### src/rtl/nasti_stream_pkt_fifo.sv
// nasti_stream_pkt_fifo
// Arbitrary-depth NASTI-stream FIFO. Cut-through by default; with
// PACKET_MODE=1 it releases a packet only once its t_last beat is stored.
// If the buffer fills while holding no complete packet, it falls back to
// cut-through until that oversize packet's t_last beat has drained.
//
// state      | meaning
// -----------+------------------------------------------------------------
// ST_NORMAL  | dest gated on a complete packet being held (packet mode)
// ST_FORCED  | buffer filled with no complete packet; cut-through until the
//            | t_last beat is read out
module nasti_stream_pkt_fifo #(
  parameter int ID_WIDTH     = 1,
  parameter int DEST_WIDTH   = 1,
  parameter int USER_WIDTH   = 1,
  parameter int DATA_WIDTH   = 64,
  parameter int BUF_SIZE     = 16,
  parameter int PACKET_MODE  = 0,
  parameter int AFULL_THRESH = BUF_SIZE - 2
) (
  input  logic                             aclk,
  input  logic                             areset,
  // upstream stream
  input  logic                             src_t_valid,
  output logic                             src_t_ready,
  input  logic [DATA_WIDTH-1:0]            src_t_data,
  input  logic [DATA_WIDTH/8-1:0]          src_t_strb,
  input  logic [DATA_WIDTH/8-1:0]          src_t_keep,
  input  logic                             src_t_last,
  input  logic [ID_WIDTH-1:0]              src_t_id,
  input  logic [DEST_WIDTH-1:0]            src_t_dest,
  input  logic [USER_WIDTH-1:0]            src_t_user,
  // downstream stream
  output logic                             dest_t_valid,
  input  logic                             dest_t_ready,
  output logic [DATA_WIDTH-1:0]            dest_t_data,
  output logic [DATA_WIDTH/8-1:0]          dest_t_strb,
  output logic [DATA_WIDTH/8-1:0]          dest_t_keep,
  output logic                             dest_t_last,
  output logic [ID_WIDTH-1:0]              dest_t_id,
  output logic [DEST_WIDTH-1:0]            dest_t_dest,
  output logic [USER_WIDTH-1:0]            dest_t_user,
  // status
  output logic [$clog2(BUF_SIZE+1)-1:0]    level,
  output logic [$clog2(BUF_SIZE+1)-1:0]    pkt_count,
  output logic                             almost_full,
  output logic                             overflow_cut
);

  localparam int STRB_WIDTH  = DATA_WIDTH / 8;
  localparam int CNT_WIDTH   = $clog2(BUF_SIZE + 1);
  localparam int PTR_WIDTH   = (BUF_SIZE > 1) ? $clog2(BUF_SIZE) : 1;
  localparam int ENTRY_WIDTH = 1 + ID_WIDTH + DEST_WIDTH + USER_WIDTH
                               + 2 * STRB_WIDTH + DATA_WIDTH;

  localparam logic [CNT_WIDTH-1:0] FULL_LVL  = CNT_WIDTH'(BUF_SIZE);
  localparam logic [CNT_WIDTH-1:0] AFULL_LVL = CNT_WIDTH'(AFULL_THRESH);
  localparam logic [CNT_WIDTH-1:0] CNT_ONE   = CNT_WIDTH'(1);
  localparam logic [PTR_WIDTH-1:0] PTR_LAST  = PTR_WIDTH'(BUF_SIZE - 1);
  localparam logic [PTR_WIDTH-1:0] PTR_ONE   = PTR_WIDTH'(1);

  typedef enum logic [0:0] {
    ST_NORMAL = 1'b0,
    ST_FORCED = 1'b1
  } cut_state_e;

  logic [ENTRY_WIDTH-1:0] mem [BUF_SIZE];
  logic [ENTRY_WIDTH-1:0] wr_entry;
  logic [ENTRY_WIDTH-1:0] rd_entry;

  logic [PTR_WIDTH-1:0]   wr_ptr;
  logic [PTR_WIDTH-1:0]   rd_ptr;
  logic [CNT_WIDTH-1:0]   level_q;
  logic [CNT_WIDTH-1:0]   level_d;
  logic [CNT_WIDTH-1:0]   pkt_count_q;
  logic [CNT_WIDTH-1:0]   pkt_count_d;
  logic                   almost_full_q;
  cut_state_e             state_q;
  cut_state_e             state_d;

  logic                   w_fire;
  logic                   r_fire;
  logic                   w_last;
  logic                   r_last;

  // Depth need not be a power of two, so wrap explicitly at the last entry.
  function automatic logic [PTR_WIDTH-1:0] ptr_inc(input logic [PTR_WIDTH-1:0] p);
    return (p == PTR_LAST) ? '0 : p + PTR_ONE;
  endfunction

  // No write-through: a full buffer refuses input even if dest reads this cycle.
  assign src_t_ready = (level_q != FULL_LVL);
  assign w_fire      = src_t_valid & src_t_ready;
  assign r_fire      = dest_t_valid & dest_t_ready;
  assign w_last      = w_fire & src_t_last;
  assign r_last      = r_fire & dest_t_last;

  assign wr_entry = {src_t_last, src_t_id, src_t_dest, src_t_user,
                     src_t_keep, src_t_strb, src_t_data};
  assign rd_entry = mem[rd_ptr];
  assign {dest_t_last, dest_t_id, dest_t_dest, dest_t_user,
          dest_t_keep, dest_t_strb, dest_t_data} = rd_entry;

  assign level       = level_q;
  assign pkt_count   = pkt_count_q;
  assign almost_full = almost_full_q;

  // Beat storage; contents need no reset because level gates visibility.
  always_ff @(posedge aclk) begin
    if (w_fire) begin
      mem[wr_ptr] <= wr_entry;
    end
  end

  // Output valid: any stored beat in cut-through, a complete packet otherwise.
  always_comb begin
    dest_t_valid = 1'b0;
    if (level_q != '0) begin
      if (PACKET_MODE == 0) begin
        dest_t_valid = 1'b1;
      end else begin
        dest_t_valid = (pkt_count_q != '0) | (state_q == ST_FORCED);
      end
    end
  end

  // Occupancy and packet counters; simultaneous push/pop cancel out.
  always_comb begin
    level_d     = level_q;
    pkt_count_d = pkt_count_q;
    if (w_fire && !r_fire) begin
      level_d = level_q + CNT_ONE;
    end else if (r_fire && !w_fire) begin
      level_d = level_q - CNT_ONE;
    end
    if (w_last && !r_last) begin
      pkt_count_d = pkt_count_q + CNT_ONE;
    end else if (r_last && !w_last) begin
      pkt_count_d = pkt_count_q - CNT_ONE;
    end
  end

  // Deadlock guard: full with no complete packet would stall both sides forever.
  always_comb begin
    state_d      = state_q;
    overflow_cut = 1'b0;
    case (state_q)
      ST_NORMAL: begin
        if ((PACKET_MODE != 0) && (level_q == FULL_LVL) && (pkt_count_q == '0)) begin
          state_d      = ST_FORCED;
          overflow_cut = 1'b1;
        end
      end
      ST_FORCED: begin
        if (r_last) begin
          state_d = ST_NORMAL;
        end
      end
      default: state_d = ST_NORMAL;
    endcase
  end

  // Pointers, counters, status flag and cut state.
  always_ff @(posedge aclk) begin
    if (areset) begin
      wr_ptr        <= '0;
      rd_ptr        <= '0;
      level_q       <= '0;
      pkt_count_q   <= '0;
      almost_full_q <= 1'b0;
      state_q       <= ST_NORMAL;
    end else begin
      if (w_fire) begin
        wr_ptr <= ptr_inc(wr_ptr);
      end
      if (r_fire) begin
        rd_ptr <= ptr_inc(rd_ptr);
      end
      level_q       <= level_d;
      pkt_count_q   <= pkt_count_d;
      almost_full_q <= (level_d >= AFULL_LVL);
      state_q       <= state_d;
    end
  end

endmodule

### config.mk
export PLATFORM = sky130hd
export DESIGN_NAME = nasti_stream_pkt_fifo
export DESIGN_NICKNAME = d
export VERILOG_FILES = /design/src/rtl/nasti_stream_pkt_fifo.sv
export SDC_FILE = /design/constraint.sdc
export NUM_CORES = 1
export LEC_CHECK = 0
export CORE_ASPECT_RATIO = 0.7
export CORE_MARGIN = 2
export CORE_UTILIZATION = 25
export DETAILED_ROUTE_END_ITERATION = 8
export GPL_TIMING_DRIVEN = 1
export MAX_ROUTING_LAYER = met4
export PLACE_DENSITY_LB_ADDON = 0.2
export RECOVER_POWER = 25
export SYNTH_ARGS = -nofsm -noshare
export SYNTH_HDL_FRONTEND = slang
export SYNTH_SLANG_ARGS = --single-unit
### constraint.sdc
create_clock -name aclk -period 4.8 [get_ports aclk]
set_input_delay 0.96 -clock aclk [delete_from_list [all_inputs] [get_ports aclk]]
set_output_delay 0.96 -clock aclk [all_outputs]
set_load 0.05 [all_outputs]
== After elaboration in Yosys (flattened, before gate mapping) ==
Memories as Yosys holds them, arrays and structs flattened. A register that Yosys moved wholly into a read port is not among the register bits.
Index checks and enable logic that the tools add are counted.
Widths: inputs -> output; s select.

* Bits in writable memories: 1344
* Output and inout port bits: 98
* Flip-flop bits (word level): 19
* Input bits: 88
* Memories kept: 1
* Logic and storage cells: 41

* Mux-type cells: 11
* Equal/unequal tests: 3
* Reductions and logical operators: 10
* Bitwise operators: 4
* Add/sub/neg operators: 6
* Order comparisons: 1

{| class="wikitable"
|+ Memories
! memory !! words !! bits a word !! read ports !! clocked after Yosys merged registers in !! write ports !! RTL line !! source
|-
| mem || 16 || 84 || 1 || 1 || 1 || 67 || <nowiki>logic [ENTRY_WIDTH-1:0] mem [BUF_SIZE];</nowiki>
|}

{| class="wikitable"
|+ Operators with widths
! operator !! count
|-
| $mux 5 || 4
|-
| $mux 4 || 4
|-
| $add 5x1->5 const B || 2
|-
| $sub 5x1->5 const B || 2
|-
| $add 4x1->4 const B || 2
|-
| $eq 4x4->1 const B || 2
|-
| $ge 5x4->1 const B || 1
|-
| $ne 5x5->1 const B || 1
|-
| $reduce_bool 5->1 || 1
|-
| $and 1x1->1 || 4
|-
| $logic_and 1x1->1 || 4
|-
| $logic_not 1->1 || 4
|-
| $mux 1 || 3
|-
| $reduce_bool 2->1 || 1
|}

== Depth between registers and ports, before layout ==
Gate-level depths: netlist of the first run.

* Depth after elaboration: 7
* Mapped depth: 14

== Worst setup path after synthesis of the first run ==
OpenSTA, ideal clock, no wires.

* Path kind: reg2reg
* Start: register level_q[0], in the netlist level[0]
* End: memory mem[0][0] (netlist name) (enable)
* Setup slack: 0.241 ns
* Cell stages (with the launch flop): 8
* Data arrival time: 4.108 ns
* Buffers on the path: 1
* Library setup time: 0.451 ns
* Cells stage by stage: dfxtp_1 inv_1 ha_1 nand4bb_2 and2_1 clkbuf_1 nor3b_1 and2_1

* Cells in the longest elaborated chain, start to end: 4

{| class="wikitable"
|+ Ends and longest elaborated chain
! item !! RTL line !! source
|-
| start: declaration || 73 || <nowiki>logic [CNT_WIDTH-1:0] level_q;</nowiki>
|-
| start signal: assignment || 179 || <nowiki>level_q <= level_d;</nowiki>
|-
| $ne 5x5->1 || 92 || <nowiki>assign src_t_ready = (level_q != FULL_LVL);</nowiki>
|-
| net src_t_ready || 25 || <nowiki>output logic src_t_ready,</nowiki>
|-
| $and 1x1->1 || 93 || <nowiki>assign w_fire = src_t_valid & src_t_ready;</nowiki>
|-
| $mux 1 || 110 || <nowiki>if (w_fire) begin</nowiki>
|-
| $mux 1 (not written as such) || 111 || <nowiki>mem[wr_ptr] <= wr_entry;</nowiki>
|-
| end: declaration || 67 ||
|}

The timed path passes the listed nets, and every way through them passes these cells.

==> flow_metrics.py, run 1 <==
metrics = {
    "grt": {
        "grt_max_degree": 69,
        "grt-ovfl-total": 0,
        "grt_pass1_vias": 24600,
        "grt_pass1_wl_um": 191000,
        "antenna_found_initial": 28,
        "grt.total_usage_pct": 13.1,
    },
    "yosys": {
        "synthMuxAreaShare_pct": 18.4,
        "netlist_top_cells_count": "edfxtp_1 (1344), mux4_2 (420), clkbuf_1 (35), buf_2 (33), buf_1 (24)",
        "syn_avg_cell_area_sq_um": 25.7,
        "synth_compound_area_share_pct": 0.303,
        "ys_ff_latch": 1367,
        "synth_area_leaders": "edfxtp_1 (78%), mux4_2 (18%), dfxtp_1 (0.89%)",
        "synth_top_family_by_area": "multiplexers",
        "synth-edff-count": 1344,
        "synth.most_common_cell": "edfxtp_1",
        "yosys.area_share.simple_pct": 0.665,
        "synthAdderAreaFrac_pct": 0.306,
        "synth_area_leader_cell": "edfxtp_1",
        "synth_top_flop_cell": "edfxtp_1",
        "synth_cell_types": 42,
        "mappedNetlistArea_sq_um": 51500,
        "synthArstFlopShare_pct": 0,
        "syn-num-nets": 2104,
        "synth-warning-count": 0,
        "ys_seq_area_share_pct": 79.2,
        "syn_inst": 2004,
        "synth_xor_area_share_pct": 0.170,
        "synth_top_cell_area_share_pct": 78.3,
    },
    "routing": {
        "routed_via_density": 4.44,
        "wl_per_cell_um": 25.9,
        "drt_iter0_markers": 1793,
        "drc_errors": 0,
        "ant_nets": 0,
        "drt_first_pass_iters": 5,
        "vias": 23100,
        "wirelength_um": 135000,
    },
    "clock_network": {
        "path_clk_slew_ps": 60,
        "clk_latency_ps": 780,
        "ctsRootBufferMaster": "clkbuf_16",
        "clockBufferDepth": 4,
        "holdBufCountCts": 0,
        "clkSinkCount": 1367,
        "tritoncts": "done",
        "cts_buffers": 149,
        "cts_max_level": 4,
    },
    "power_and_ir_drop": {
        "seqPwrFrac_pct": 43.4,
        "powerDensity_nw_per_um2": 496,
        "p_leak_nw": 18.7,
        "switching_share_pct": 26.4,
        "switching_power_mw": 8.18,
        "combPwrFrac_pct": 20.6,
        "p_int_mw": 22.8,
        "clock_power_share_pct": 36.0,
        "peakVddDrop_mv": 0.221,
    },
    "sta": {
        "final_max_slew_viol_count": 0,
        "fin_ws_ps": 172,
        "slew_headroom_pct": 45.1,
        "rsz0062_at_grt": "yes",
        "tightest_slew_ps": 824,
        "setup_viol": 0,
        "hold_violations": 0,
        "finClkSkew_ps": 41.8,
        "min_period_ps": 4630,
        "timing.final.crit_share_pct": 96.4,
        "finalSetupTns_ps": 0,
        "fmax_ghz": 0.216,
    },
    "final_layout": {
        "n_fill_cell": 19500,
        "fin_cells": 5196,
        "area_growth_syn_to_layout_pct": 21.1,
        "drive_above_1_share_pct": 30.9,
        "post-route-util_pct": 30.4,
        "layout.nets": 2429,
        "fin_area_sq_um": 62400,
    },
    "job": {
        "max-cap-violations": 0,
    },
    "worst_hold_path": {
        "worstHoldPathCells": 2,
        "min-delay-start": "pkt_count[4]$_SDFFE_PP0P_",
        "holdCritPathClass": "flop to flop",
    },
    "outcome": {
        "run_status": "finished clean",
    },
    "die": {
        "initial_core_util_pct": 25.1,
        "std_cell_rows": 139,
        "core_area_sq_um": 205000,
        "fp.dieH_um": 384,
        "ios": 186,
        "die_area_sq_um": 210000,
        "die_x_um": 547,
    },
    "place": {
        "dp_hpwl_um": 70000,
        "dp_cells": 4926,
        "place.gp.congestion": 0.707,
        "portBuffers": 184,
        "postPlaceCellArea_sq_um": 57600,
        "dp_slack_ps": 827,
    },
    "setup_path": {
        "cp.arrival_ps": 3670,
        "critPathRequiredTime_ps": 3840,
        "start_kind": "flop",
        "path_max_fanout": 21,
        "path_class": "flop to output port",
        "path_cells": "buf_12 > buf_12 > mux4_2 > mux4_2 > clkdlybuf4s50_1",
        "end_kind": "output port",
        "cpMaxStageDelayCell": "clkdlybuf4s50_1",
        "r2r_cells": 11,
        "crit_path_max_incr_delay_ps": 730,
    },
}
-- flip-flops by register name (all words and copies together) (netlist names), named ones only --
signal	count
almost_full	1
wr_ptr	4
level	5
mem	1344
pkt_count	5
rd_ptr	4
-- repair_timing --
item,4_1_cts,5_1_grt
buffers inserted,0,1
setup endpoints to repair,2,30
gates resized for setup,2,22
-- path summary, 6_finish.rpt --
kind	slack (ps)	endpoint
setup / recovery	170	dest_t_data[20]
hold / removal	490	pkt_count[4]$_SDFFE_PP0P_
setup reg to reg	1200	pkt_count[4]$_SDFFE_PP0P_
hold reg to reg	490	pkt_count[4]$_SDFFE_PP0P_
-- worst max-delay path: cells and delay by family (launching register included) --
kind / cells / cell delay [ps]
buffers and inverters: 3 / 1230
DFF: 1 / 570
muxes: 2 / 1020
-- area by class of cell --
cell class / instances / area [sq um] / area share, %
Antenna cell: 14 / 35.0 / 0.0561
Clock buffer: 187 / 3980 / 6.37
Clock inverter: 68 / 663 / 1.06
Inverter: 8 / 30.0 / 0.0481
Multi-Input combinational cell: 530 / 10300 / 16.5
Sequential cell: 1367 / 40800 / 65.4
Tap cell: 2749 / 3440 / 5.51
Timing Repair Buffer: 273 / 3160 / 5.06
-- cells in the final DEF (no fill, tap or decap), types with 8 or more instances in the layout --
master and count:
clkdlybuf4s50_1 93, clkinv_1 23, edfxtp_1 1344, and2_4 12, clkinv_2 20, clkbuf_16 154, clkbuf_1 33, dlygate4sd3_1 50
buf_12 48, dlymetal6s2s_1 20, mux4_2 420, buf_4 57, dfxtp_1 19, ha_1 11, nor2_1 18, a21oi_1 11
bufinv_16 12, nand2_1 8, diode_2 14
-- power groups by stage --
stage | Sequential, mW | Clock, mW | Combinational, mW
floorplan | 13.7 | 0 | 4.45
global placement | 13.7 | 0 | 6.48
detailed placement | 13.7 | 0 | 6.56
CTS | 13.5 | 11.5 | 6.58
global route | 13.5 | 11.9 | 6.82
finish | 13.4 | 11.1 | 6.39
-- per-layer routing --
metal / GRT usage, % / wire (um) / part of all wire [%]
met2: 21.5 / 66600 / 49
met4: 2.97 / 2710 / 2.0
met3: 2.70 / 6520 / 4.8
met1: 16.8 / 58800 / 44
met5: - / 0 / 0
-- cells by family after synthesis --
family / after synthesis
flip-flops: 1367
multiplexers: 423
buffers and inverters: 107
AND/OR/NAND/NOR: 60
AO/OA/AOI/OAI: 24
adder cells (fa/ha/maj): 12
XOR/XNOR: 10
other: 1
-- per-stage QoR --
stage	power, mW	hold slack (ps)
finish	31.0	495
global route	32.2	521
CTS	31.5	494
detailed placement	20.3	485
global placement	20.2	472
floorplan	18.2	472
No activity file was read; power rests on OpenSTA's default activity.
==> run 2, diff against run 1 <==
CORE_UTILIZATION = 40   (was 25)
clock period = 5.76 ns   (was 4.8 ns; I/O delays follow)
==> flow_metrics.py, run 2 (synthesis results as in run 1) <==
metrics = {
    "grt": {
        "grt.total_usage_pct": 19.3,
        "grt_pass1_wl_um": 176000,
        "antenna_found_initial": 17,
        "grt_max_degree": 107,
        "grt_pass1_vias": 24200,
        "grt-ovfl-total": 0,
    },
    "setup_path": {
        "crit_top_cell": "mux4_2",
        "critPathRequiredTime_ps": 4610,
        "end_kind": "output port",
        "crit_path_max_incr_delay_ps": 730,
        "path_cells": "buf_12 > buf_4 > mux4_2 > mux4_2 > clkdlybuf4s50_1",
        "path_class": "flop to output port",
        "cpMaxStageDelayCell": "clkdlybuf4s50_1",
        "path_max_fanout": 30,
        "critPathBufInv": 3,
        "start_kind": "flop",
        "cp_top_family": "buffers and inverters",
        "cp.arrival_ps": 3890,
    },
    "sta": {
        "fmax_ghz": 0.198,
        "hold_violations": 0,
        "setup_viol": 0,
        "finClkSkew_ps": 22.4,
        "rsz0062_at_grt": "no",
        "tightest_slew_ps": 933,
        "fin_ws_ps": 715,
        "timing.final.crit_share_pct": 87.6,
        "whs_ps": 521,
        "min_period_ps": 5050,
        "slew_headroom_pct": 37.8,
        "final_max_slew_viol_count": 0,
        "finalSetupTns_ps": 0,
    },
    "place": {
        "place.gp.congestion": 0.732,
        "dp_hpwl_um": 63500,
        "dp_slack_ps": 1420,
        "dp_cells": 3897,
        "portBuffers": 184,
    },
    "final_layout": {
        "largest_register": "mem",
        "drive_above_1_share_pct": 29.6,
        "area_growth_syn_to_layout_pct": 17.2,
        "final_common_cell": "edfxtp_1",
        "fin_cells": 4145,
        "multi_input_area_sq_um": 10300,
        "final_cell_mix": "edfxtp_1 (1344), mux4_2 (420), clkdlybuf4s50_1 (136)",
        "largest_register_ffs": 1344,
        "n_fill_cell": 10400,
        "seq_area_sq_um": 40800,
        "layout.nets": 2398,
    },
    "power_and_ir_drop": {
        "switching_power_mw": 6.66,
        "clock_power_share_pct": 34.2,
        "p_leak_nw": 18.2,
        "power_mw": 24.9,
        "powerDensity_nw_per_um2": 413,
        "combPwrFrac_pct": 20.9,
        "switching_share_pct": 26.7,
        "peakVddDrop_mv": 0.287,
        "seqPwrFrac_pct": 44.9,
        "p_int_mw": 18.3,
    },
    "die": {
        "std_cell_rows": 110,
        "die_area_sq_um": 132000,
        "initial_core_util_pct": 40.2,
        "core_area_sq_um": 128000,
        "ios": 186,
        "die_x_um": 433,
        "fp.dieH_um": 304,
    },
    "clock_network": {
        "path_clk_slew_ps": 60,
        "cts_buffers": 135,
        "cts_resized": 0,
        "clockBufferDepth": 3,
        "cts_setup_buffers": 0,
        "clkSinkCount": 1367,
        "cts_max_level": 4,
        "clk_latency_ps": 760,
        "holdBufCountCts": 0,
        "ctsRootBufferMaster": "clkbuf_16",
        "tritoncts": "done",
    },
    "routing": {
        "wl_per_cell_um": 29.4,
        "wirelength_um": 122000,
        "drc_errors": 0,
        "routed_via_density": 5.48,
        "drt_first_pass_iters": 5,
        "drt_iter0_markers": 2188,
        "vias": 22700,
        "ant_nets": 0,
    },
    "job": {
        "max-cap-violations": 0,
    },
    "outcome": {
        "run_status": "finished clean",
    },
    "worst_hold_path": {
        "holdCritPathClass": "flop to flop",
    },
}
## run 2: cell types whose count changed in the layout (fill, tap and decap cells not counted), moves of 7 or more
cell / before / now
clkdlybuf4s50_1: 93 / 136
buf_4: 57 / 37
dlymetal6s2s_1: 20 / 0
clkbuf_16: 154 / 135
clkbuf_1: 33 / 16
buf_12: 48 / 35
clkinv_1: 23 / 30
## run 2: final timing paths
kind | from | to | slack [ps] | cells past startpoint
worst min-delay path | rd_ptr[3]$_SDFFE_PP0N_ | flop | 520 | 2
worst min register to register | rd_ptr[3]$_SDFFE_PP0N_ | flop | 520 | 2
worst max-delay path | flop | dest_t_data[47] | 710 | 5
worst max register to register | flop | pkt_count[4]$_SDFFE_PP0P_ | 1690 | 12
## run 2: worst reg2reg max path: cells and delay by family, from the launching register on
kind                       cells  cell delay (ps)
AOI/OAI and AO/OA              3              540
xor gates and xnor gates       1              110
adders and majority gates      2              630
buffers and inverters          2              440
DFF                            1              610
muxes                          2             1190
and+or+nand+nor                2              490
## run 2: area by class of cell
type | count | area share, %
diodes | 9 | 0.0373
clock buffers | 152 | 5.72
clock inverters | 87 | 1.29
inverters | 8 | 0.0497
multi-input cells | 530 | 17.0
flip-flops and latches | 1367 | 67.6
well taps | 1736 | 3.60
repair buffers | 256 | 4.67
## run 2: per-layer routing
layer  global-route usage (%)  wire length [um]  vias to the layer above  share of wire, %
li1                         -                 -                     9377                 -
met1                     27.6             55600                    12600                46
met2                     29.3             58500                      592                48
met3                     3.50              5770                      152               4.7
met4                     4.11              1840                        0               1.5
met5                        -                 0                        -                 0
## run 2: per-stage QoR
stage / util, % / cell area (sq um)
2_1_floorplan: - / 51500
3_3_place_gp: 43.8 / 56100
3_5_place_dp: 43.8 / 56100
4_1_cts: 47.1 / 60400
5_1_grt: 47.1 / 60400
6_report: 47.1 / 60400
## run 2: power by group through the flow
stage	combinational, mW	sequential (mW)	clock (mW)
after CTS	5.34	11.2	8.74
after global routing	5.55	11.2	9.14
after global placement	5.27	11.4	0
final	5.21	11.2	8.53
after floorplan	3.71	11.4	0
after detailed placement	5.32	11.4	0
==> run 3, diff against run 2 <==
CORE_ASPECT_RATIO = not set   (was 0.7)
==> flow_metrics.py, run 3 (synthesis results as in run 1) <==
metrics = {
    "final_layout": {
        "layout.nets": 2391,
        "final_cell_mix": "edfxtp_1 (1344), mux4_2 (420), clkbuf_16 (149)",
        "area_growth_syn_to_layout_pct": 17.3,
        "largest_register": "mem",
        "largest_register_ffs": 1344,
        "n_fill_cell": 10200,
        "final_common_cell": "edfxtp_1",
        "drive_above_1_share_pct": 29.2,
    },
    "power_and_ir_drop": {
        "p_int_mw": 18.7,
        "powerDensity_nw_per_um2": 419,
        "switching_share_pct": 26.2,
        "combPwrFrac_pct": 20.1,
        "peakVddDrop_mv": 0.342,
        "seqPwrFrac_pct": 44.2,
        "power_mw": 25.3,
        "clock_power_share_pct": 35.6,
        "switching_power_mw": 6.63,
        "p_leak_nw": 18.2,
    },
    "sta": {
        "fin_ws_ps": 708,
        "tightest_slew_ps": 909,
        "finalSetupTns_ps": 0,
        "finClkSkew_ps": 26.3,
        "min_period_ps": 5050,
        "whs_ps": 491,
        "setup_viol": 0,
        "hold_violations": 0,
        "rsz0062_at_grt": "no",
        "fmax_ghz": 0.198,
        "final_max_slew_viol_count": 0,
        "slew_headroom_pct": 39.4,
        "timing.final.crit_share_pct": 87.7,
    },
    "place": {
        "dp_slack_ps": 1430,
        "place.gp.congestion": 0.726,
        "dp_hpwl_um": 59600,
        "portBuffers": 184,
    },
    "die": {
        "std_cell_rows": 131,
        "core_area_sq_um": 128000,
        "die_x_um": 363,
        "fp.dieH_um": 363,
        "initial_core_util_pct": 40.4,
        "ios": 186,
        "die_area_sq_um": 132000,
    },
    "worst_hold_path": {
        "holdCritPathClass": "flop to flop",
        "min-delay-start": "pkt_count[4]$_SDFFE_PP0P_",
    },
    "routing": {
        "wirelength_um": 118000,
        "ant_nets": 0,
        "routed_via_density": 5.52,
        "vias": 22600,
        "drt_iter0_markers": 2242,
        "drc_errors": 0,
        "drt_first_pass_iters": 5,
        "wl_per_cell_um": 28.8,
    },
    "grt": {
        "antenna_found_initial": 26,
        "grt_pass1_wl_um": 172000,
        "met2_usage_pct": 29.1,
        "grt.total_usage_pct": 18.8,
        "grt-ovfl-total": 0,
        "met3_usage_pct": 4.35,
        "grt_max_degree": 85,
        "gr-usage-met1_pct": 25.2,
        "top_usage_layer": "met2",
        "grt_pass1_vias": 24400,
    },
    "setup_path": {
        "path_class": "flop to output port",
        "start_kind": "flop",
        "critPathRequiredTime_ps": 4610,
        "path_max_fanout": 36,
        "end_kind": "output port",
        "cp.arrival_ps": 3900,
    },
    "clock_network": {
        "path_clk_slew_ps": 60,
        "cts_resized": 0,
        "holdBufCountCts": 0,
        "ctsRootBufferMaster": "clkbuf_16",
        "cts_setup_buffers": 0,
        "clk_latency_ps": 780,
        "cts_buffers": 146,
        "clockBufferDepth": 3,
        "tritoncts": "done",
        "clkSinkCount": 1367,
        "cts_max_level": 4,
    },
    "outcome": {
        "run_status": "finished clean",
    },
    "job": {
        "max-cap-violations": 0,
    },
}
run 3: path summary, 6_finish.rpt:
check,depth (start not counted),end,slack [ps]
setup reg to reg,12,pkt_count[4]$_SDFFE_PP0P_,1580
setup / recovery,4,dest_t_data[9],710
hold reg to reg,2,pkt_count[4]$_SDFFE_PP0P_,490
hold / removal,2,pkt_count[4]$_SDFFE_PP0P_,490
run 3: layer usage:
metal	vias to the layer above	part of all wire, %
li1	9388	-
met1	12300	43
met2	656	49
met3	174	6.5
met4	0	2.0
met5	-	0
run 3: area by class of cell:
type / count / area (sq um) / share of cell area (%)
tap: 1662 / 2080 / 3.44
multi-input combinational: 530 / 10300 / 17.0
timing repair buffer: 238 / 2610 / 4.32
clock inverter: 84 / 774 / 1.28
antenna: 18 / 45.0 / 0.0745
sequential: 1367 / 40800 / 67.5
inverter: 8 / 30.0 / 0.0497
clock buffer: 176 / 3830 / 6.33
run 3: worst max-delay path, stage by stage, from the launching register on:
cell and delay (ps):
dfxtp_4 580, buf_4 640, mux4_2 600, mux4_2 530, clkdlybuf4s50_1 730
run 3: through the flow:
stage,std cells,instance area (sq um),util [%]
2_1_floorplan,2004,51500,-
3_3_place_gp,3805,55800,43.7
3_5_place_dp,3805,55800,43.7
4_1_cts,4065,60400,47.3
5_1_grt,4079,60500,47.4
6_report,4083,60500,47.4
run 3: power groups by stage:
stage,Clock [mW],Combinational (mW),Sequential (mW)
after global routing,9.64,5.42,11.2
after global placement,0,5.16,11.4
after floorplan,0,3.71,11.4
after CTS,9.25,5.24,11.2
after detailed placement,0,5.21,11.4
final,9.03,5.10,11.2
